<file path="src/rtl/sram_1rwm_initiator.sv">
// Front end for a single-port masked SRAM macro: forwards ready/valid requests to the port
// and returns read data in order through a fall-through response FIFO.
module sram_1rwm_initiator #(
  parameter int ADDR_W    = 8,
  parameter int DATA_W    = 288,
  parameter int MASK_W    = 32,
  parameter int RSP_DEPTH = 2
) (
  input  logic              clock,
  input  logic              reset_n,
  input  logic              req_valid,
  output logic              req_ready,
  input  logic              req_write,
  input  logic [ADDR_W-1:0] req_addr,
  input  logic [DATA_W-1:0] req_wdata,
  input  logic [MASK_W-1:0] req_wmask,
  output logic              rsp_valid,
  input  logic              rsp_ready,
  output logic [DATA_W-1:0] rsp_rdata,
  output logic              sram_valid,
  output logic              sram_write,
  output logic [ADDR_W-1:0] sram_addr,
  output logic [DATA_W-1:0] sram_wdata,
  output logic [MASK_W-1:0] sram_wmask,
  input  logic [DATA_W-1:0] sram_rdata,
  output logic              busy
);

  localparam int CW = $clog2(RSP_DEPTH + 1);
  localparam int PW = (RSP_DEPTH > 1) ? $clog2(RSP_DEPTH) : 1;
  localparam logic [CW:0]   DEPTH_C  = (CW + 1)'(RSP_DEPTH);
  localparam logic [PW-1:0] LAST_PTR = PW'(RSP_DEPTH - 1);

  logic              r_pending;
  logic [CW-1:0]     r_count;
  logic [PW-1:0]     r_rdPtr;
  logic [PW-1:0]     r_wrPtr;
  logic [DATA_W-1:0] r_mem [RSP_DEPTH];

  logic              w_fire;
  logic              w_readFire;
  logic              w_fifoEmpty;
  logic              w_enq;
  logic              w_deq;
  logic [CW:0]       w_credits;

  function automatic logic [PW-1:0] nextPtr(input logic [PW-1:0] p);
    return (p == LAST_PTR) ? '0 : p + PW'(1);
  endfunction

  // A read in flight counts as an occupied slot, so the FIFO can never overflow.
  assign w_fifoEmpty = (r_count == '0);
  assign w_credits   = {1'b0, r_count} + {{CW{1'b0}}, r_pending};
  assign req_ready   = req_write | (w_credits < DEPTH_C);
  assign w_fire      = req_valid & req_ready;
  assign w_readFire  = w_fire & ~req_write;

  assign sram_valid  = w_fire;
  assign sram_write  = req_valid & req_write;
  assign sram_addr   = req_valid ? req_addr : '0;
  assign sram_wdata  = req_valid ? req_wdata : '0;
  assign sram_wmask  = (req_valid & req_write) ? req_wmask : '0;

  assign rsp_valid   = r_pending | ~w_fifoEmpty;
  assign busy        = r_pending | ~w_fifoEmpty;
  assign rsp_rdata   = w_fifoEmpty ? sram_rdata : r_mem[r_rdPtr];

  // Captured data bypasses an empty FIFO and is stored only if the client stalls.
  assign w_deq       = ~w_fifoEmpty & rsp_ready;
  assign w_enq       = r_pending & (~w_fifoEmpty | ~rsp_ready);

  always_ff @(posedge clock or negedge reset_n) begin
    if (!reset_n) begin
      r_pending <= 1'b0;
      r_count   <= '0;
      r_rdPtr   <= '0;
      r_wrPtr   <= '0;
    end else begin
      r_pending <= w_readFire;
      if (w_enq) r_wrPtr <= nextPtr(r_wrPtr);
      if (w_deq) r_rdPtr <= nextPtr(r_rdPtr);
      case ({w_enq, w_deq})
        2'b10:   r_count <= r_count + CW'(1);
        2'b01:   r_count <= r_count - CW'(1);
        default: r_count <= r_count;
      endcase
    end
  end

  always_ff @(posedge clock) begin
    if (w_enq) r_mem[r_wrPtr] <= sram_rdata;
  end

endmodule
</file>
<file path="config.mk">
export PLATFORM = sky130hd
export DESIGN_NAME = sram_1rwm_initiator
export DESIGN_NICKNAME = d
export VERILOG_FILES = /design/src/rtl/sram_1rwm_initiator.sv
export SDC_FILE = /design/constraint.sdc
export NUM_CORES = 1
export LEC_CHECK = 0
export CAP_MARGIN = 0
export CORE_AREA = 4 4 479 481
export DETAILED_ROUTE_END_ITERATION = 16
export DIE_AREA = 0 0 483 485
export SYNTH_ARGS = -nofsm -noshare
export SYNTH_HDL_FRONTEND = slang
export SYNTH_SLANG_ARGS = --single-unit
</file>
<file path="constraint.sdc">
create_clock -name clock -period 40.8 [get_ports clock]
set_clock_uncertainty 0.2 [all_clocks]
set_input_delay 4.08 -clock clock [delete_from_list [all_inputs] [get_ports clock]]
set_output_delay 4.08 -clock clock [all_outputs]
set_load 0.05 [all_outputs]
</file>
**Word-level counts from Yosys, hierarchy flattened**

Memories as Yosys holds them, arrays and structs flattened.
Index checks and enable logic that the tools add are counted.
Widths: inputs -> output; s select.

- Flip-flop bits (word level): 5
- RAM bits: 576
- Input port bits: 621
- Output and inout port bits: 621
- Logic and storage cells: 35
- Memories kept: 1

Memories:

| name | words | width | read ports | clocked after Yosys merged registers in | write ports | line | RTL |
|---|---|---|---|---|---|---|---|
| r_mem | 2 | 288 | 1 | 0 | 1 | 38 | `logic [DATA_W-1:0] r_mem [RSP_DEPTH];` |

- Add/sub/neg operators: 5
- Order comparisons: 1
- Equality and inequality tests: 2
- Multiplexer cells: 9
- Bitwise logic cells: 11
- Reduce and logical (&&, ||, !) cells: 2

Operators by type and width:

| operator | count |
|---|---|
| $mux 288 | 2 |
| $mux 32 | 1 |
| $mux 8 | 1 |
| $and 1x1->1 | 5 |
| $mux 1 | 4 |
| $pmux 2 s2 | 1 |
| $add 2x1->3 | 1 |
| $lt 3x2->1 const B | 1 |
| $not 1->1 | 3 |
| $or 1x1->1 | 3 |
| $add 1x1->1 const B | 2 |
| $add 2x1->2 const B | 1 |
| $eq 2x1->1 const B | 1 |
| $eq 2x2->1 const B | 1 |
| $logic_not 2->1 | 1 |
| $reduce_bool 2->1 | 1 |
| $sub 2x1->2 const B | 1 |

**Longest topological paths before layout**

- Depth after elaboration: 6
- Gate-level depth with buffers: 7
- Mapped depth without buffers: 6

**Worst setup path before layout**

Ideal clock, no wire load.

- Path kind: input-to-reg
- Start point: input rsp_ready
- End point: memory r_mem[0][0] (enable)
- Library setup time: 942 ps
- Arrival: 16154 ps
- Data required time: 39658 ps
- Setup slack: 23504 ps
- Stages on the path: 3
- Buffers on the path: 0
- Path through: inv_1 o21ai_2 nor2_1

- Cells in the longest elaborated chain, start to end: 5

RTL lines:

| item | line | RTL |
|---|---|---|
| start, declared | 18 | `input logic rsp_ready,` |
| $not 1->1 | 70 | `assign w_enq = r_pending & (~w_fifoEmpty \| ~rsp_ready);` |
| $or 1x1->1 | 70 |  |
| $and 1x1->1 | 70 |  |
| $mux 1 | 91 | `if (w_enq) r_mem[r_wrPtr] <= sram_rdata;` |
| $mux 1 (implied by the code) | 91 |  |
| end, declared | 38 |  |

No other way between the ends.

**Worst setup path in the final report**

- Start point: input req_valid
- End point: output sram_wdata[180]

- Cells in the longest elaborated chain, start to end: 1

RTL lines:

| item | line | RTL |
|---|---|---|
| start, declared | 11 | `input logic req_valid,` |
| $mux 288 | 61 | `assign sram_wdata = req_valid ? req_wdata : '0;` |
| end, declared | 23 | `output logic [DATA_W-1:0] sram_wdata,` |

No other way between the ends.

==> flow_summary.yaml <==
outcome:
  status: "complete, no violations"
worst_setup_path:
  slowest_delay_ns: 1.07
  crit_slowest_cell: "clkdlybuf4s50_1"
  cp_cell_sequence: "buf_8, buf_4, and2_1, clkdlybuf4s50_1"
  start_kind: "primary input"
  crit_path_end_kind: "primary output"
  critPathRequiredTime_ns: 36.52
  arrival_ns: 6.92
  cp_max_fo: 188
  setup.worst_path.class: "primary input to primary output"
clock_tree:
  cts_resized: 0
  hold_buffers: 0
  clkLatencyLatePin_ns: 0.69
  root_buffer: "clkbuf_16"
  numCtsBuffers: 74
  cts_buffer_depth: 3
  cts.sinks: 581
  clk_pin_slew_ns: 0.06
  htree_num_levels: 3
  post_cts_buffers: 0
  cts_tree: "yes"
routing:
  drtPass1Iterations: 5
  vias: 21400
  drc: 0
  drt_iter0_markers: 1176
  ant_nets: 0
  viasPerCell: 3.41
  routed_wirelength_mm: 197
  wl_per_cell_um: 31.4
floorplan:
  start_util: 0.115
  die_h_um: 485
  num_rows: 174
  core_area_sq_um: 225000
  dieArea_sq_um: 234000
  ioPinCount: 1242
  dieWidth_um: 483
logic_synthesis:
  netlist_area_sq_um: 25900
  ys_ff_latch: 581
  synthTopCellsByCount: "edfxtp_1, and2_1, nor2_1"
  synthesis.nets: 2552
  ys.flop_type: "edfxtp_1"
  synthCells: 1930
  synth.top_cell.area_share: 0.669
  synth.most_common_cell: "edfxtp_1"
  synth_area_leaders: "edfxtp_1, mux2i_1, and2_1, a21oi_1, nor2_1"
  async_reset_ff_frac: 0.00861
  yosysUniqueCellTypes: 21
  yosysWarningCount: 0
  yosysSeqAreaShare: 0.674
  synth_top_cell_by_area: "edfxtp_1"
  synth_edf_count: 576
  postSynthAreaPerCell_sq_um: 13.4
layout:
  fin_util: 0.197
  area_delta_synth_final_pct: 70.8
  nNetsFinal: 3752
  drive_gt1_frac: 0.0442
  design_area_sq_um: 44200
  nFillCells: 24500
placed_design:
  io_buffer_count: 1241
  post-dp-hpwl_mm: 169
  placed_area_sq_um: 41400
  finalWeightedCongestion: 1.15
global_routing:
  grt_max_degree: 205
  overflow: 0
  grt_pass1_wl_mm: 241
  antenna_found_initial: 204
  grt.total_usage: 0.160
  grt_pass1_vias: 21000
timing:
  finalHoldViolCount: 0
  max-slew-margin-rel: 0.242
  finalSetupViolations: 0
  fin_crit_sh: 0.274
  fmax_ghz: 0.0893
  rsz0062_at_grt: "false"
  setup_tns_ns: 0
  worst_pin_slew_ns: 1.13
  fin_crit_ns: 11.20
  slew_viol_final: 0
hold_path:
  min_path_type: "flop to flop"
pwr:
  power_density_nw_per_um2: 74.2
  leakage_nw: 15.2
  power.total_w: 0.00328
  vdd_ir_drop_max_uv: 47.5
job:
  drv_cap: 0
-- power by group --
| group | switching, W | leakage, nW | internal, W |
|---|---|---|---|
| clock network | 0.000285 | 1.23 | 0.000399 |
| logic | 0.00130 | 8.64 | 0.000550 |
| registers | 0.0000206 | 5.29 | 0.000726 |
-- stage by stage --
step           instances  hold slack [ns]  setup WS [ns]
2_1_floorplan       1930            0.268          23.50
3_3_place_gp        6046            0.311          29.71
3_5_place_dp        6046            0.338          29.60
4_1_cts             6181            0.341          29.60
5_1_grt             6253            0.382          29.39
6_report            6274            0.345          29.60
-- area by class of cell --
cell class / instances / area, sq um / share of cell area
clock buffer: 88 / 1900 / 0.0431
sequential: 581 / 17400 / 0.394
multi-input combinational: 1210 / 7610 / 0.172
inverter: 2 / 7.51 / 0.000170
clock inverter: 47 / 642 / 0.0145
antenna: 93 / 233 / 0.00527
timing repair buffer: 1261 / 12600 / 0.286
tap: 2992 / 3740 / 0.0847
-- flip-flops by register name, summed over array words and instances (netlist names) --
register and count:
r_count 2, r_mem 576, r_pending 1, r_rdPtr 1, r_wrPtr 1
-- logic make-up after synthesis --
family                     share of synthesized area
AOI/OAI and AO/OA                             0.0563
xor gates and xnor gates                     0.00169
adders and majority gates                   0.000484
buffers and inverters                         0.0330
DFF                                            0.674
muxes                                          0.111
and+or+nand+nor                                0.123
-- worst max-delay path: cells and delay by family --
family	cells	cell delay, ns
buf+inv	3	2.40
simple gates	1	0.24
-- cell usage in the layout (no fill, tap or decap), types with 16 or more instances in the layout --
cell type        count
and3_1              32
a21oi_1            288
clkdlybuf4s50_1   1239
buf_4               16
edfxtp_1           576
nor2_1             289
mux2i_1            288
and2_1             299
diode_2             93
clkbuf_16           74
-- per-layer routing --
metal  global-route usage  wire [um]
met5                    0        622
met4                0.119      18200
met3               0.0509      14400
met2                0.334     115000
met1                0.116      48900
-- path summary, 6_finish.rpt --
path	start	to	slack (ns)	cells past startpoint
setup reg to reg	r_count[0]	r_mem[0][35]	35.07	7
max in group asynchronous	reset_n	r_rdPtr	36.77	1
hold reg to reg	r_count[1]	r_count[1]	0.34	1
hold / removal	r_count[1]	r_count[1]	0.34	1
min in group asynchronous	reset_n	r_rdPtr	3.41	1
setup / recovery	req_valid	sram_wdata[180]	29.60	4
(Power assumes the default switching activity.)
